$ cat src/rtl/udma_hyper_eot_tracker_if.sv
// HyperBus uDMA EOT tracker bundle: per-channel transfer-start/EOT strobes
// in, classified read/write completion events and status out.
interface udma_hyper_eot_tracker_if #(
    parameter int NB_CH = 2,
    parameter int DEPTH = 4,
    parameter int CNT_W = $clog2(DEPTH + 1)
);
    logic [NB_CH-1:0]            rx_evt_i;
    logic [NB_CH-1:0]            tx_evt_i;
    logic [NB_CH-1:0]            eot_i;
    logic [NB_CH-1:0]            clr_i;
    logic [NB_CH-1:0]            eot_rd_o;
    logic [NB_CH-1:0]            eot_wr_o;
    logic [NB_CH-1:0][CNT_W-1:0] pending_o;
    logic [NB_CH-1:0]            ovf_o;
    logic [NB_CH-1:0]            udf_o;

    modport master (
        output rx_evt_i, tx_evt_i, eot_i, clr_i,
        input  eot_rd_o, eot_wr_o, pending_o, ovf_o, udf_o
    );

    modport slave (
        input  rx_evt_i, tx_evt_i, eot_i, clr_i,
        output eot_rd_o, eot_wr_o, pending_o, ovf_o, udf_o
    );
endinterface

$ cat src/rtl/udma_hyper_eot_tracker.sv
// Per-channel direction FIFO pairing controller EOT pulses with the oldest
// outstanding uDMA transfer direction; emits registered read/write EOT events.
module udma_hyper_eot_tracker #(
    parameter int NB_CH = 2,
    parameter int DEPTH = 4,
    parameter int CNT_W = $clog2(DEPTH + 1)
) (
    input  logic                     sys_clk_i,
    input  logic                     rstn_i,
    udma_hyper_eot_tracker_if.slave  bus
);
    localparam int PW = $clog2(DEPTH);

    for (genvar c = 0; c < NB_CH; c++) begin : g_ch
        logic [DEPTH-1:0] r_fifo;
        logic [PW-1:0]    r_rd;
        logic [PW-1:0]    r_wr;
        logic [CNT_W-1:0] r_cnt;
        logic             r_last;
        logic             r_ovf;
        logic             r_udf;
        logic             r_eot_rd;
        logic             r_eot_wr;

        logic w_rx, w_tx, w_eot, w_clr;
        logic w_push, w_tag, w_empty, w_full;
        logic w_pop, w_store, w_ev;

        assign w_rx    = bus.rx_evt_i[c];
        assign w_tx    = bus.tx_evt_i[c];
        assign w_eot   = bus.eot_i[c];
        assign w_clr   = bus.clr_i[c];
        assign w_push  = w_rx | w_tx;
        // Simultaneous RX/TX repeats the previous direction
        assign w_tag   = (w_rx & w_tx) ? r_last : w_rx;
        assign w_empty = (r_cnt == '0);
        assign w_full  = (r_cnt == CNT_W'(DEPTH));
        assign w_pop   = w_eot & ~w_empty;
        // An EOT on an empty FIFO consumes the incoming push directly
        assign w_store = w_push & (w_pop | (~w_eot & ~w_full));
        assign w_ev    = w_pop  ? r_fifo[r_rd] :
                         w_push ? w_tag : r_last;

        always_ff @(posedge sys_clk_i or negedge rstn_i) begin
            if (!rstn_i) begin
                r_fifo   <= '0;
                r_rd     <= '0;
                r_wr     <= '0;
                r_cnt    <= '0;
                r_last   <= 1'b0;
                r_ovf    <= 1'b0;
                r_udf    <= 1'b0;
                r_eot_rd <= 1'b0;
                r_eot_wr <= 1'b0;
            end else if (w_clr) begin
                r_rd     <= '0;
                r_wr     <= '0;
                r_cnt    <= '0;
                r_last   <= 1'b0;
                r_ovf    <= 1'b0;
                r_udf    <= 1'b0;
                r_eot_rd <= 1'b0;
                r_eot_wr <= 1'b0;
            end else begin
                r_eot_rd <= w_eot & w_ev;
                r_eot_wr <= w_eot & ~w_ev;
                if (w_push)
                    r_last <= w_tag;
                if (w_eot & w_empty & ~w_push)
                    r_udf <= 1'b1;
                if (w_push & w_full & ~w_eot)
                    r_ovf <= 1'b1;
                if (w_store) begin
                    r_fifo[r_wr] <= w_tag;
                    r_wr         <= r_wr + 1'b1;
                end
                if (w_pop)
                    r_rd <= r_rd + 1'b1;
                if (w_store & ~w_pop)
                    r_cnt <= r_cnt + 1'b1;
                else if (w_pop & ~w_store)
                    r_cnt <= r_cnt - 1'b1;
            end
        end

        assign bus.eot_rd_o[c]  = r_eot_rd;
        assign bus.eot_wr_o[c]  = r_eot_wr;
        assign bus.pending_o[c] = r_cnt;
        assign bus.ovf_o[c]     = r_ovf;
        assign bus.udf_o[c]     = r_udf;
    end
endmodule

$ cat src/flat_wrapper.sv
// flat-port wrapper written by rule: the top's interface ports become plain ports
module udma_hyper_eot_tracker_flat 
#(
    parameter int NB_CH = 2,
    parameter int DEPTH = 4,
    parameter int CNT_W = $clog2(DEPTH + 1)
)
  (sys_clk_i, rstn_i, bus_rx_evt_i, bus_tx_evt_i, bus_eot_i, bus_clr_i, bus_eot_rd_o, bus_eot_wr_o, bus_pending_o, bus_ovf_o, bus_udf_o);
  udma_hyper_eot_tracker_if #(.NB_CH(NB_CH), .DEPTH(DEPTH), .CNT_W(CNT_W)) bus_i ();
  input  logic sys_clk_i;
  input  logic rstn_i;
  input wire logic [$bits(bus_i.rx_evt_i)-1:0] bus_rx_evt_i;
  input wire logic [$bits(bus_i.tx_evt_i)-1:0] bus_tx_evt_i;
  input wire logic [$bits(bus_i.eot_i)-1:0] bus_eot_i;
  input wire logic [$bits(bus_i.clr_i)-1:0] bus_clr_i;
  output wire logic [$bits(bus_i.eot_rd_o)-1:0] bus_eot_rd_o;
  output wire logic [$bits(bus_i.eot_wr_o)-1:0] bus_eot_wr_o;
  output wire logic [$bits(bus_i.pending_o)-1:0] bus_pending_o;
  output wire logic [$bits(bus_i.ovf_o)-1:0] bus_ovf_o;
  output wire logic [$bits(bus_i.udf_o)-1:0] bus_udf_o;
  assign bus_i.rx_evt_i = bus_rx_evt_i;
  assign bus_i.tx_evt_i = bus_tx_evt_i;
  assign bus_i.eot_i = bus_eot_i;
  assign bus_i.clr_i = bus_clr_i;
  assign bus_eot_rd_o = bus_i.eot_rd_o;
  assign bus_eot_wr_o = bus_i.eot_wr_o;
  assign bus_pending_o = bus_i.pending_o;
  assign bus_ovf_o = bus_i.ovf_o;
  assign bus_udf_o = bus_i.udf_o;
  udma_hyper_eot_tracker #(.NB_CH(NB_CH), .DEPTH(DEPTH), .CNT_W(CNT_W)) u_core (.sys_clk_i(sys_clk_i), .rstn_i(rstn_i), .bus(bus_i));
endmodule
$ cat config.mk
export PLATFORM = sky130hd
export DESIGN_NAME = udma_hyper_eot_tracker_flat
export DESIGN_NICKNAME = d
export VERILOG_FILES = /design/src/rtl/udma_hyper_eot_tracker_if.sv /design/src/rtl/udma_hyper_eot_tracker.sv /design/src/flat_wrapper.sv
export SDC_FILE = /design/constraint.sdc
export NUM_CORES = 1
export LEC_CHECK = 0
export CELL_PAD_IN_SITES_DETAIL_PLACEMENT = 1
export CELL_PAD_IN_SITES_GLOBAL_PLACEMENT = 1
export CORE_MARGIN = 10
export CORE_UTILIZATION = 40
export DETAILED_ROUTE_END_ITERATION = 8
export PLACE_DENSITY = 0.8
export SLEW_MARGIN = 20
export SYNTH_ARGS = -nofsm -noshare
export SYNTH_HDL_FRONTEND = slang
export SYNTH_SLANG_ARGS = --single-unit
$ cat constraint.sdc
create_clock -name sys_clk_i -period 2.55 [get_ports sys_clk_i]
set_input_delay 0.765 -clock sys_clk_i [delete_from_list [all_inputs] [get_ports sys_clk_i]]
set_output_delay 0.765 -clock sys_clk_i [all_outputs]
set_load 0.01 [all_outputs]
# Word-level counts from Yosys, hierarchy flattened
# Index checks and enable logic that the tools add are counted.
# W data, S select, Z words.
dict set report totals {
  regBits 32
  in_bits 10
  elab_cells 138
  out_inout_bits 14
}
dict set report op_classes {
  n_reduce_logical 16
  eq_ne 2
  add_sub_neg 8
  bitwise_logic 44
  n_lt_le_gt_ge 6
  n_mux 44
}
# operator n
set op_table {}
lappend op_table {{$and A1 B1 Y1} 24}
lappend op_table {{$mux W1} 24}
lappend op_table {{$mux W3} 6}
lappend op_table {{$mux W2} 8}
lappend op_table {{$not A1 Y1} 16}
lappend op_table {{$reduce_bool A2 Y1} 8}
lappend op_table {{$lt A2 B3 Y1 const B} 4}
lappend op_table {{$add A2 B1 Y2 const B} 4}
lappend op_table {{$bwmux W4} 2}
lappend op_table {{$add A3 B1 Y3 const B} 2}
lappend op_table {{$eq A3 B3 Y1 const B} 2}
lappend op_table {{$logic_not A3 Y1} 2}
lappend op_table {{$reduce_bool A3 Y1} 2}
lappend op_table {{$sub A3 B1 Y3 const B} 2}
lappend op_table {{$bmux W1 S2} 2}
lappend op_table {{$demux W1 S2} 2}
lappend op_table {{$ge A2 B1 Y1 const B} 2}
lappend op_table {{$or A1 B1 Y1} 4}
lappend op_table {{$reduce_and A2 Y1} 2}
lappend op_table {{$logic_and A1 B1 Y1} 2}

# Logic depth before layout (Yosys ltp)
dict set report depth {
  ltp_word 10
  ltp_mapped 7
  mapped_depth_nobuf 6
}

# Least setup slack after synthesis
# No wires, ideal clock.
dict set report synth_path {
  kind {input to register}
  start {input bus_eot_i[1]}
  end {register u_core.g_ch[1].r_cnt[2]}
  setup_slack_ns 0.388
  t_arrival_ns 2.068
  n_path_buf 1
  stages 7
  setup_ns 0.094
  t_required_ns 2.456
  path_cell_list {buf_4 o21bai_1 a21oi_1 fa_1 inv_1 or3_1 a221oi_2}
}
dict set report synth_via {
  elab_chain_len 7
  elab_cells_between_ends 12
  cone_classes {mux: 2; bitwise: 9; reduce/logical: 1}
}
# element line_no
set synth_rtl {}
lappend synth_rtl {{start: declaration} flat_wrapper.sv:14} ;# input wire logic [$bits(bus_i.eot_i)-1:0] bus_eot_i;
lappend synth_rtl {{$not A1 Y1} udma_hyper_eot_tracker.sv:40} ;# assign w_store = w_push & (w_pop | (~w_eot & ~w_full));
lappend synth_rtl {{$and A1 B1 Y1} udma_hyper_eot_tracker.sv:40}
lappend synth_rtl {{$or A1 B1 Y1} udma_hyper_eot_tracker.sv:40}
lappend synth_rtl {{$and A1 B1 Y1} udma_hyper_eot_tracker.sv:40}
lappend synth_rtl {{$and A1 B1 Y1 or $not A1 Y1 (tied branches)} {udma_hyper_eot_tracker.sv:79, udma_hyper_eot_tracker.sv:81}}
lappend synth_rtl {{$mux W3 or $and A1 B1 Y1 (tied branches)} {udma_hyper_eot_tracker.sv:79, udma_hyper_eot_tracker.sv:81}}
lappend synth_rtl {{$mux W3 or $reduce_bool A3 Y1 (tied branches)} --}
lappend synth_rtl {{end signal: assignment} udma_hyper_eot_tracker.sv:80} ;# r_cnt <= r_cnt + 1'b1;
lappend synth_rtl {{end signal: assignment} udma_hyper_eot_tracker.sv:82} ;# r_cnt <= r_cnt - 1'b1;
lappend synth_rtl {{end: declaration} udma_hyper_eot_tracker.sv:18} ;# logic [CNT_W-1:0] r_cnt;
# Parallel ways exist; a longest one is shown, timed or not.
# A chain may end at the register's enable or synchronous reset.

# Worst setup path in the final report
dict set report layout_path {
  start {register u_core.g_ch[1].r_cnt[2]}
  end {output bus_pending_o[5]}
}
# element line_no
set layout_rtl {}
lappend layout_rtl {{end: declaration} flat_wrapper.sv:18} ;# output wire logic [$bits(bus_i.pending_o)-1:0] bus_pending_o;
# No word-level cell between the ends.

==> flow_metrics.env <==
export IMPL_worstPathMaxFanout=9
export IMPL_synth_ff_type="dfrtp_1"
export IMPL_r2r_slack_ps=500
export IMPL_design_die_area_um2=8215
export IMPL_cp_num_buf_inv=1
export IMPL_synth_area_um2=1996
export IMPL_grt_overflow_total=0
export IMPL_grt_start_max_net_pins=33
export IMPL_p_leak_nw=1.030
export IMPL_cts_max_path_buffers=2
export IMPL_met2_usage_pct=19.23
export IMPL_cts_setup_buffers=0
export IMPL_cts_clk_slew_worst_paths_ps=60
export IMPL_yosys_area_share_adder_pct=7.022
export IMPL_synthTopCellsByArea="dfrtp_1, mux2_2, ha_1, nor2_1, inv_1"
export IMPL_layout_drive_gt1_share_pct=22.12
export IMPL_port_buffers=23
export IMPL_gr_max_usage_layer="met2"
export IMPL_boundaryPins=24
export IMPL_yosys_area_top_type_share_pct=40.13
export IMPL_core_um2=4786
export IMPL_async_flop_share_pct=100.0
export IMPL_reg2reg_depth=5
export IMPL_syn_inst=188
export IMPL_area_delta_synth_final_pct=20.56
export IMPL_timing_final_crit_share_pct=89.58
export IMPL_fill_cells=540
export IMPL_die_x_um=90.64
export IMPL_diodes=0
export IMPL_synthMuxAreaShare_pct=11.16
export IMPL_synth_edff_count=0
export IMPL_hold_violations=0
export IMPL_finalSetupViolations=0
export IMPL_drv_cap=0
export IMPL_max_slew_margin_pct=64.17
export IMPL_yosys_area_share_simple_pct=12.29
export IMPL_p_sw_share_pct=33.82
export IMPL_insertion_delay_ps=280
export IMPL_postCtsHoldBufs=0
export IMPL_p_switching_w=0.0006144
export IMPL_cp_top_family="buffers and inverters"
export IMPL_fmax_ghz=0.4378
export IMPL_hp_class="reg2reg"
export IMPL_drtAntennaViolNets=0
export IMPL_cts_resized=0
export IMPL_grt_use_total_pct=11.47
export IMPL_synth_top_family_by_area="compound AO/OA/AOI/OAI gates"
export IMPL_cp_data_arrival_time_ps=1520
export IMPL_gp_congestion=0.7810
export IMPL_worstReg2RegStart="u_core.g_ch[1].r_cnt[0]"
export IMPL_cpMaxStageDelayCell="clkdlybuf4s50_1"
export IMPL_pwr_density_cell_nw_per_um2=754.9
export IMPL_synthTopCellsByCount="dfrtp_1, nor2_1, inv_1, mux2_2, buf_4"
export IMPL_tightest_slew_ps=532.7
export IMPL_synth_compound_gate_area_share_pct=16.68
export IMPL_min_to="u_core.g_ch[1].r_ovf"
export IMPL_hpwl_mm=3.559
export IMPL_row_count=25
export IMPL_yosysMostFrequentCell="dfrtp_1"
export IMPL_initial_utilization_pct=41.70
export IMPL_combPwrFrac_pct=35.9
export IMPL_fin_skew_ps=6.787
export IMPL_critPathCaptureType="primary output"
export IMPL_routedWlPerCell_um=15.94
export IMPL_drc_errors=0
export IMPL_h_tree_depth=2
export IMPL_p_seq_share_pct=40.9
export IMPL_critPathRequiredTime_ps=1790
export IMPL_clkSinkCount=32
export IMPL_p_int_w=0.001202
export IMPL_holdPathStages=2
export IMPL_crit_chain="clkdlybuf4s50_1"
export IMPL_fin_util_pct=50.27
export IMPL_ir_drop_uv=259.6
export IMPL_firstDrtPassIters=4
export IMPL_die_h_um=90.64
export IMPL_rr_endpoint="u_core.g_ch[1].r_cnt[2]"
export IMPL_yosysWarnings=0
export IMPL_period_needed_ps=2284
export IMPL_drv_slew=0
export IMPL_grt_pass1_wl_mm=7.859
export IMPL_hold_start="u_core.g_ch[1].r_ovf"
export IMPL_synth_ff_latch_count=32
export IMPL_final_area_um2=2406
export IMPL_first_global_vias=1638
export IMPL_grt_setup_unrepaired="no"
export IMPL_dpl_cell_area_um2=2310
export IMPL_cts_made_buffers=5
export IMPL_ctsRootBufferMaster="clkbuf_8"
export IMPL_crit_cells=1
export IMPL_totalWireLength_mm=4.526
export IMPL_met3_usage_pct=3.907
export IMPL_drtIter0Drc=50
export IMPL_antenna_found_initial=0
export IMPL_post_synth_num_cell_types=43
export IMPL_dr_total_vias=1480
export IMPL_clock_power_share_pct=23.2
export IMPL_status="complete, no violations"
export IMPL_drt_vias_per_instance=5.211
export IMPL_synth_avg_cell_area_um2=10.62
export IMPL_critPathKind="reg2out"
export IMPL_grt_use_met1_pct=13.05
export IMPL_slowest_delay_ps=630
export IMPL_synth_fp_nets=208
export IMPL_synth_seq_area_share_pct=40.13
export IMPL_synth_top_area_cell="dfrtp_1"
export IMPL_cts_tree="built"
export IMPL_fin_nets=237
export IMPL_crit_path_start_kind="flop"
export IMPL_synth_xor_area_share_pct=3.511
[cells in the final DEF (no fill, tap or decap), drive strengths merged, types with 2 or more instances in the layout]
master and instances:
o311ai 2, o21ai 2, mux2 14, nor2b 2, o21ba 2, nor2 26
mux2i 2, nand2b 5, a31oi 4, nand2 2, ha 8, a22oi 2
mux4 2, or3 3, clkbuf 7, buf 14, a21oi 7, xor2 4
nor3 3, inv 21, or3b 2, a21boi 3, dfrtp 32, a2111oi 9
nand4bb 2, o21bai 2, o31ai 2, fa 2, clkdlybuf4s50 23
[worst reg2reg max path: stages, from the launching register on]
cell and delay (ps):
dfrtp_1 460, nor2_2 400, a21oi_1 160, fa_1 430, o31ai_1 340, a221oi_2 110
[worst max path at each step]
stage | start | end | slack (ps)
after floorplan | bus_eot_i[1] | u_core.g_ch[1].r_cnt[2] | 390
after global placement | bus_eot_i[0] | u_core.g_ch[0].r_fifo[1] | 10
after detailed placement | bus_eot_i[1] | u_core.g_ch[1].r_fifo[3] | -20
after CTS | u_core.g_ch[1].r_cnt[2] | bus_pending_o[5] | 260
after global routing | bus_eot_i[0] | u_core.g_ch[0].r_cnt[2] | 160
final | u_core.g_ch[1].r_cnt[2] | bus_pending_o[5] | 270
[state kept, by name (all words and copies together), names as in the netlist]
name / cells
u_core.g_ch.r_fifo: 8
u_core.g_ch.r_cnt: 6
u_core.g_ch.r_rd: 4
u_core.g_ch.r_wr: 4
u_core.g_ch.r_eot_rd: 2
u_core.g_ch.r_eot_wr: 2
u_core.g_ch.r_last: 2
u_core.g_ch.r_ovf: 2
u_core.g_ch.r_udf: 2
[layout make-up]
class	instances	area [um^2]	share of cell area, %
sequential	32	800.8	33.28
timing repair buffer	37	335.3	13.94
tap	67	83.83	3.484
inverter	21	78.83	3.276
multi-input combinational	120	1011	42.02
clock buffer	7	96.34	4.004
[logic make-up (layout without fill, tap and decap cells)]
| kind of cell | count (synthesis) | after routing |
|---|---|---|
| compound gates | 40 | 40 |
| simple gates | 47 | 47 |
| mux | 18 | 18 |
| flops | 32 | 32 |
| buf+inv | 36 | 65 |
| fa+ha+maj | 10 | 10 |
| xor+xnor | 5 | 5 |
[through the flow]
step,cells,total power (W),hold slack [ps],worst slack (ps),setup TNS (ps)
after floorplan,188,0.001183,463.7,388.4,0
after global placement,277,0.001368,477.8,13.97,0
after detailed placement,277,0.001408,489.8,-18.88,-25.72
after CTS,284,0.001843,503.4,259.5,0
after global routing,284,0.001954,528.2,157.1,0
final,284,0.001816,494.2,265.8,0
[routing by layer]
| metal | vias up | wire length (um) | share of wire [%] |
|---|---|---|---|
| met2 | 16 | 2302 | 51 |
| met5 | - | 0 | 0 |
| met3 | 8 | 187 | 4.1 |
| met1 | 744 | 1962 | 43 |
| met4 | 0 | 74 | 1.6 |
| li1 | 712 | - | - |
[power by group through the flow]
stage	Sequential, W	Combinational (W)	Clock [W]
after floorplan	0.000716	0.000466	0
after global placement	0.000741	0.000627	0
after detailed placement	0.000754	0.000654	0
after CTS	0.000745	0.000661	0.000437
after global routing	0.000764	0.000726	0.000464
final	0.000743	0.000653	0.000421
(Power assumes the default switching activity.)
